==> config.mk <==
export PLATFORM = sky130hd
export DESIGN_NAME = data_plane_link_tx
export DESIGN_NICKNAME = d
export VERILOG_FILES = /design/src/rtl/data_plane_link_tx.sv
export SDC_FILE = /design/constraint.sdc
export NUM_CORES = 1
export LEC_CHECK = 0
export BUFFER_PORTS_ARGS = -buffer_cell sky130_fd_sc_hd__buf_4
export CAP_MARGIN = 20
export CORE_MARGIN = 3
export CORE_UTILIZATION = 30
export CTS_BUF_LIST = sky130_fd_sc_hd__clkbuf_4 sky130_fd_sc_hd__clkbuf_8
export CTS_CLUSTER_DIAMETER = 120
export DETAILED_ROUTE_END_ITERATION = 10
export SYNTH_ARGS = -nofsm -noshare
export SYNTH_HDL_FRONTEND = slang
export SYNTH_SLANG_ARGS = --single-unit
export TNS_END_PERCENT = 100
==> constraint.sdc <==
create_clock -name clk -period 7.9 [get_ports clk]
set_clock_uncertainty 0.2 [all_clocks]
set_input_delay 0 -clock clk [delete_from_list [all_inputs] [get_ports clk]]
set_output_delay 0 -clock clk [all_outputs]
set_load 0.005 [all_outputs]
==> src/rtl/data_plane_link_tx.sv <==
// Link-side framer for data_plane_tx: packet FIFO plus PRE/DATA/CHK beat
// sequencer on a valid/ready lane, with a per-frame launch pulse back.
module data_plane_link_tx #(
  parameter int         DEPTH    = 4,
  parameter int         LANE_W   = 8,
  parameter logic [7:0] PREAMBLE = 8'hA5
) (
  input  logic                     clk,
  input  logic                     rst,
  input  logic                     tx_flag,
  input  logic [31:0]              data_tx_packet,
  input  logic                     link_ready,
  output logic                     link_valid,
  output logic [LANE_W-1:0]        link_data,
  output logic                     link_sof,
  output logic                     data_tx_flag_out,
  output logic [$clog2(DEPTH):0]   fifo_count,
  output logic                     fifo_full,
  output logic                     overflow
);

  localparam int NB   = 32 / LANE_W;
  localparam int AW   = $clog2(DEPTH);
  localparam int CW   = AW + 1;
  localparam int CNTW = $clog2(NB + 1);
  localparam logic [CNTW-1:0] LAST = CNTW'(NB - 1);

  typedef enum logic [1:0] {
    S_IDLE,
    S_PRE,
    S_DATA,
    S_CHK
  } state_e;

  state_e             state_q, state_d;
  logic [31:0]        frame_q, frame_d;
  logic [CNTW-1:0]    cnt_q, cnt_d;
  logic [LANE_W-1:0]  acc_q, acc_d;
  logic               valid_q, valid_d;
  logic [LANE_W-1:0]  data_q, data_d;
  logic               sof_q, sof_d;
  logic               flag_q, flag_d;
  logic [CW-1:0]      count_q, count_d;
  logic               full_q, full_d;
  logic               ovf_q, ovf_d;
  logic [AW-1:0]      wr_q, wr_d;
  logic [AW-1:0]      rd_q, rd_d;
  logic [31:0]        mem_q [DEPTH];

  logic done;
  logic pop;
  logic wr_en;

  function automatic logic [LANE_W-1:0] slice(
    input logic [31:0] w,
    input int          i
  );
    logic [31:0] s;
    s = w << (i * LANE_W);
    return s[31 -: LANE_W];
  endfunction

  always_comb begin
    state_d = state_q;
    frame_d = frame_q;
    cnt_d   = cnt_q;
    acc_d   = acc_q;
    valid_d = valid_q;
    data_d  = data_q;
    sof_d   = sof_q;
    flag_d  = 1'b0;
    ovf_d   = ovf_q;
    wr_d    = wr_q;
    rd_d    = rd_q;
    pop     = 1'b0;
    done    = valid_q & link_ready;

    case (state_q)
      S_IDLE: pop = (count_q != '0);
      S_PRE: begin
        if (done) begin
          state_d = S_DATA;
          data_d  = slice(frame_q, 0);
          sof_d   = 1'b0;
        end
      end
      S_DATA: begin
        if (done) begin
          acc_d = acc_q ^ data_q;
          cnt_d = cnt_q + CNTW'(1);
          if (cnt_q == LAST) begin
            state_d = S_CHK;
            data_d  = acc_q ^ data_q;
          end else begin
            data_d = slice(frame_q, int'(cnt_q) + 1);
          end
        end
      end
      S_CHK: begin
        if (done) begin
          flag_d = 1'b1;
          if (count_q != '0) begin
            pop = 1'b1;
          end else begin
            state_d = S_IDLE;
            valid_d = 1'b0;
            data_d  = '0;
            sof_d   = 1'b0;
          end
        end
      end
      default: state_d = S_IDLE;
    endcase

    // A pop always launches straight into PRE, even from CHK.
    if (pop) begin
      frame_d = mem_q[rd_q];
      cnt_d   = '0;
      acc_d   = '0;
      state_d = S_PRE;
      valid_d = 1'b1;
      data_d  = LANE_W'(PREAMBLE);
      sof_d   = 1'b1;
      rd_d    = rd_q + AW'(1);
    end

    wr_en = tx_flag & ((count_q != CW'(DEPTH)) | pop);
    if (wr_en) wr_d = wr_q + AW'(1);
    if (tx_flag && !wr_en) ovf_d = 1'b1;

    unique case ({wr_en, pop})
      2'b10:   count_d = count_q + CW'(1);
      2'b01:   count_d = count_q - CW'(1);
      default: count_d = count_q;
    endcase
    full_d = (count_d == CW'(DEPTH));
  end

  always_ff @(posedge clk or negedge rst) begin
    if (!rst) begin
      state_q <= S_IDLE;
      frame_q <= '0;
      cnt_q   <= '0;
      acc_q   <= '0;
      valid_q <= 1'b0;
      data_q  <= '0;
      sof_q   <= 1'b0;
      flag_q  <= 1'b0;
      count_q <= '0;
      full_q  <= 1'b0;
      ovf_q   <= 1'b0;
      wr_q    <= '0;
      rd_q    <= '0;
      for (int i = 0; i < DEPTH; i++) mem_q[i] <= '0;
    end else begin
      state_q <= state_d;
      frame_q <= frame_d;
      cnt_q   <= cnt_d;
      acc_q   <= acc_d;
      valid_q <= valid_d;
      data_q  <= data_d;
      sof_q   <= sof_d;
      flag_q  <= flag_d;
      count_q <= count_d;
      full_q  <= full_d;
      ovf_q   <= ovf_d;
      wr_q    <= wr_d;
      rd_q    <= rd_d;
      if (wr_en) mem_q[wr_q] <= data_tx_packet;
    end
  end

  assign link_valid       = valid_q;
  assign link_data        = data_q;
  assign link_sof         = sof_q;
  assign data_tx_flag_out = flag_q;
  assign fifo_count       = count_q;
  assign fifo_full        = full_q;
  assign overflow         = ovf_q;

endmodule

==> impl_metrics.tcl, run 1 <==
set metrics [dict create \
    status "finished, final reports clean" \
    hold_viol 0 \
    synth_cell_types 42 \
    syn-cell-area_um2 9390 \
    io_buffer_count 51 \
    maxCapViolCount 0 \
    cts_tree "done" \
    drv_slew 0 \
    drive_gt1_share_pct 37.3 \
    final_cells 1130 \
    drc 0 \
    synth.avg_cell_area_um2 14.6 \
    grt_pass1_vias 5651 \
    power.density_nw_per_um2 304 \
    fin_area_um2 10800 \
    setup_ws_ns 3.93 \
    track_usage_pct 12.0 \
    wl_per_cell_um 16.8 \
    cts_sinks 193 \
    cp.arrival_ns 4.14 \
    relSlewSlack_pct 36.3 \
    slowest_stage "inv_2" \
    multi_input_area_um2 4180 \
    grt_overflow 0 \
    critPathCapture "fifo_full" \
    dp_cells 1059 \
    syn-num-nets 693 \
    grt_first_pass_wirelength_um 31900 \
    final.min_clock_period_ns 3.97 \
    clk_latency_ns 0.46 \
    via_per_inst 4.61 \
    cts_resized 0 \
    drtIter0Drc 331 \
    finalSetupViolCount 0 \
    grt_max_degree 76 \
    crit_fanout 46 \
    synth_top_cell_by_area "dfrtp_1" \
    slowest_delay_ns 0.64 \
    yosysSeqAreaShare_pct 51.4 \
    worst_setup_path_end_kind "flip-flop" \
    crit_required_ns 8.08 \
    period_share_pct 50.2 \
    wl_um 19000 \
    ys_warn_count 0 \
    async_flop_share_pct 100 \
    r2r_cells 12 \
    rows 64 \
    clk_path_buf_depth 2 \
    dp_hpwl_um 12000 \
    fp.dieH_um 183 \
    syn_to_final_growth_pct 14.6 \
    placed_cell_area_um2 9970 \
    cts_root_buf "clkbuf_8" \
    worstPathCellList "ha_1 -> a31oi_4 -> or3_1 -> buf_4 -> inv_2 -> ha_1 -> inv_1 -> fa_1 -> xor2_1 -> nor2_1 -> xor2_1 -> nor3b_1" \
    ioPinCount 52 \
    final-seq-area_um2 4830 \
    vias 5212 \
    gp_congestion 0.739 \
    synth_area_leaders "dfrtp_1 (51%), mux2_4 (18%), mux4_2 (9.6%)" \
    path_clk_slew_ns 0.10 \
    min_path_type "input pin to flip-flop" \
    dp_slack_ns 3.91 \
    final_nets 769 \
    first_pass_iters 4 \
    max_freq_ghz 0.252 \
    crit_start "state_q[1]" \
    htreeDepth 4 \
    core_area_um2 30700 \
    die_w_um 183 \
    worst_slew_pin_slew_ns 0.955 \
    rsz0062_at_grt "no" \
    design.die.area_um2 33500 \
    tns_ns 0 \
    cts_buffers 17 \
    cp-start-kind "flip-flop" \
    r2r-end "fifo_full" \
    start_util_pct 30.6 \
    r2r_slack_ns 3.93 \
    antenna_found_initial 2 \
    synth-edff-count 0 \
    ys_ff_latch 193 \
    synth_common_cells "dfrtp_1 (193), nand2_1 (115), mux2_4 (111)" \
    netlist_instances 643 \
    synth_most_common_cell "dfrtp_1" \
    synth_top_area_share_pct 51.4 \
    peakVddDrop_mv 0.106 \
    ys.flop_type "dfrtp_1" \
    n_fill_cell 3007 \
    rr_startpoint "state_q[1]" \
    critPathKind "flip-flop to flip-flop" \
    ant_nets 0 \
    worstHoldStart "data_tx_packet[29]" \
    power.leakage_nw 4.88 \
]
worst max-delay path: cells and delay by family, from the launching register on:
kind                     cells  cell delay [ns]
flip-flops                   1             0.43
XOR/XNOR                     2             0.33
buffers and inverters        3             0.98
adder cells (fa/ha/maj)      3             1.12
AND/OR/NAND/NOR              3             0.68
AO/OA/AOI/OAI                1             0.14
power by group:
part,switching (mW),internal (mW),total [mW]
Clock,0.351,0.326,0.677
Sequential,0.194,1.34,1.53
Combinational,0.349,0.715,1.06
Total,0.894,2.38,3.28
what timing repair did:
| action | in CTS | in global routing |
|---|---|---|
| endpoints found under the hold margin | 227 | 0 |
| setup buffers | 0 | 0 |
| hold buffers | 37 | 0 |
final cells by class:
class	count	area share [%]
Inverter	11	0.383
Clock inverter	13	1.50
Antenna cell	2	0.0465
Multi-Input combinational cell	403	38.8
Tap cell	396	4.60
Timing Repair Buffer	93	7.40
Clock buffer	19	2.37
Sequential cell	193	44.9
state kept, by name, summed over array words and instances (netlist names), 3 cells and up:
register    count
mem_q         128
frame_q        32
acc_q           8
link_data       8
cnt_q           3
fifo_count      3
cell families after synthesis:
| kind of cell | Yosys count | synth area share (%) |
|---|---|---|
| flops | 193 | 51.4 |
| mux | 174 | 30.0 |
| xor+xnor | 23 | 2.14 |
| compound gates | 34 | 2.72 |
| fa+ha+maj | 14 | 1.94 |
| buf+inv | 47 | 4.09 |
| simple gates | 158 | 7.66 |
per-stage QoR:
stage | total power [mW] | hold WS, ns | utilization [%]
detailed placement | 2.61 | -0.0893 | 32.4
global route | 3.47 | 0.110 | 35.0
floorplan | 2.43 | -0.496 | -
CTS | 3.32 | 0.115 | 35.0
global placement | 2.58 | -0.0969 | 32.4
finish | 3.28 | 0.142 | 35.0
cell usage in the layout, fill, tap and decap left out, types with 5 or more instances in the layout:
| master | count |
|---|---|
| a32oi_1 | 5 |
| buf_4 | 55 |
| clkbuf_8 | 19 |
| dfrtp_1 | 192 |
| dlygate4sd3_1 | 37 |
| ha_1 | 13 |
| inv_1 | 10 |
| mux2_2 | 19 |
| mux2_4 | 111 |
| mux4_2 | 40 |
| nand2_1 | 115 |
| nand3_1 | 6 |
| nor2_1 | 17 |
| o21ai_0 | 13 |
| xnor2_1 | 5 |
| xor2_1 | 18 |
layer usage:
metal	share of wire, %	GRT usage [%]
met5	0	0
met1	50	17.3
met2	46	18.5
met3	3.0	2.76
met4	0.96	2.62
worst min path at each step:
| stage | slack [ns] | depth (start not counted) | to |
|---|---|---|---|
| 3_5_place_dp | -0.09 | 1 | mem_q[18] |
| 4_1_cts | 0.12 | 3 | mem_q[125] |
| 2_1_floorplan | -0.50 | 0 | acc_q[0] |
| 6_report | 0.14 | 3 | mem_q[93] |
| 3_3_place_gp | -0.1 | 1 | mem_q[82] |
| 5_1_grt | 0.11 | 3 | mem_q[125] |
Note: power is estimated with default switching activity, not from simulation.
==> run 2: changes to the inputs <==
Clock period 7.9 ns to 3.95 ns, I/O delays scaled along.
==> impl_metrics.tcl, run 2 (synthesis results as in run 1) <==
set metrics [dict create \
    status "finished, final reports clean" \
    relSlewSlack_pct 37.6 \
    min_path_type "input pin to flip-flop" \
    final.min_clock_period_ns 3.11 \
    ioPinCount 52 \
    slowest_delay_ns 0.44 \
    clk_latency_ns 0.47 \
    drtIter0Drc 386 \
    final_cells 1133 \
    grt_overflow 0 \
    grt_use_met1_pct 17.2 \
    crit_fanout 10 \
    cts_root_buf "clkbuf_8" \
    finalSetupViolCount 0 \
    cts_tree "done" \
    design.die.area_um2 33500 \
    grt_use_met3_pct 2.22 \
    n_antenna_cell 0 \
    dp_cells 1064 \
    worst_slew_pin_slew_ns 0.936 \
    die_w_um 183 \
    power.density_nw_per_um2 611 \
    wl_per_cell_um 16.7 \
    maxCapViolCount 0 \
    path_clk_slew_ns 0.10 \
    grt_pass1_vias 5589 \
    met2_usage_pct 18.3 \
    cts_sinks 193 \
    regMostFlops "mem_q" \
    syn_to_final_growth_pct 15.8 \
    peakVddDrop_mv 0.209 \
    crit_required_ns 4.14 \
    grt.busiest_layer "met2" \
    vias 5138 \
    mostFrequentLayoutCells "dfrtp_1 (192), nand2_1 (115), mux2_4 (111)" \
    wl_um 18900 \
    power.leakage_nw 4.93 \
    tns_ns 0 \
    path_delay_family "adder cells" \
    largest_reg_flops 128 \
    drc 0 \
    drv_slew 0 \
    worst_setup_path_end_kind "flip-flop" \
    antenna_found_initial 0 \
    rows 64 \
    dp_hpwl_um 12300 \
    core_area_um2 30700 \
    final_common_cell "dfrtp_1" \
    hold_viol 0 \
    period_share_pct 78.7 \
    cp.arrival_ns 3.29 \
    fp.dieH_um 183 \
    cp_num_buf_inv 1 \
    slowest_stage "dfrtp_1" \
    htreeDepth 4 \
    largestRegisters "mem_q x128, frame_q x32" \
    final_nets 774 \
    via_per_inst 4.53 \
    start_util_pct 30.6 \
    cp-start-kind "flip-flop" \
    cts_buffers 17 \
    track_usage_pct 12.0 \
    critPathKind "flip-flop to flip-flop" \
    drive_gt1_share_pct 37.9 \
    clk_path_buf_depth 2 \
    ant_nets 0 \
    first_pass_iters 4 \
    grt_max_degree 127 \
    cts_setup_buffers 0 \
    worstPathCellList "ha_1 -> a31oi_4 -> o2111a_4 -> nand2b_4 -> ha_1 -> inv_1 -> fa_1 -> xor2_1 -> nor2_1 -> xor2_1 -> nor3b_1" \
    io_buffer_count 51 \
    rsz0062_at_grt "no" \
    gp_congestion 0.750 \
    max_freq_ghz 0.322 \
    grt_first_pass_wirelength_um 31800 \
]
==> run 2: final timing paths <==
kind,startpoint,slack (ns),depth (start not counted),end
max,state_q[0],0.84,11,fifo_full
min,data_tx_packet[11],0.13,3,mem_q[107]
max reg2reg,state_q[0],0.84,11,fifo_full
min reg2reg,frame_q[12],0.28,2,frame_q[12]
max in group asynchronous,rst,2.34,4,rd_q[0]
min in group asynchronous,rst,0.41,3,mem_q[82]
==> run 2: worst reg2reg max path, delay by kind of cell (launching register included) <==
| kind | cells | cell delay [ns] |
|---|---|---|
| buf+inv | 1 | 0.06 |
| fa+ha+maj | 3 | 0.91 |
| flops | 1 | 0.44 |
| compound gates | 2 | 0.59 |
| xor+xnor | 2 | 0.34 |
| simple gates | 3 | 0.50 |
==> run 2: through the flow <==
step / worst slack, ns / area, um2 / utilization (%) / hold slack, ns / power, mW
after floorplan: 0.910 / 9390 / - / -0.496 / 4.85
after global placement: 0.928 / 10000 / 32.7 / 0.0526 / 5.19
after detailed placement: 0.850 / 10000 / 32.7 / 0.0547 / 5.25
after CTS: 0.808 / 10800 / 35.3 / 0.0841 / 6.73
after global routing: 0.581 / 10900 / 35.4 / 0.0990 / 7.03
final: 0.843 / 10900 / 35.4 / 0.127 / 6.65
==> run 2: cell type report <==
class	count	area, um2
inverters	11	41.3
flip-flops and latches	193	4830
multi-input cells	403	4180
well taps	396	495
clock inverters	15	208
fillers	2997	19900
repair buffers	98	890
clock buffers	17	234
==> run 2: power breakdown <==
group	leakage, nW	switching, mW	total (mW)	internal, mW
Clock	0.215	0.728	1.43	0.699
Combinational	2.31	0.693	2.15	1.45
Sequential	2.40	0.397	3.08	2.68
Total	4.93	1.82	6.65	4.84
==> run 2: timing repair <==
item / CTS / global route
hold endpoints to repair: 269 / 63
hold buffers: 35 / 1
resized for setup: 0 / 0
==> run 2: metal layers <==
layer  up-vias  wire length (um)  share of wire [%]
met5         -                 0                  0
met4         0               332                1.8
met3        21               479                2.5
met2        71              8520                 45
met1      2626              9560                 51
li1       2420                 -                  -
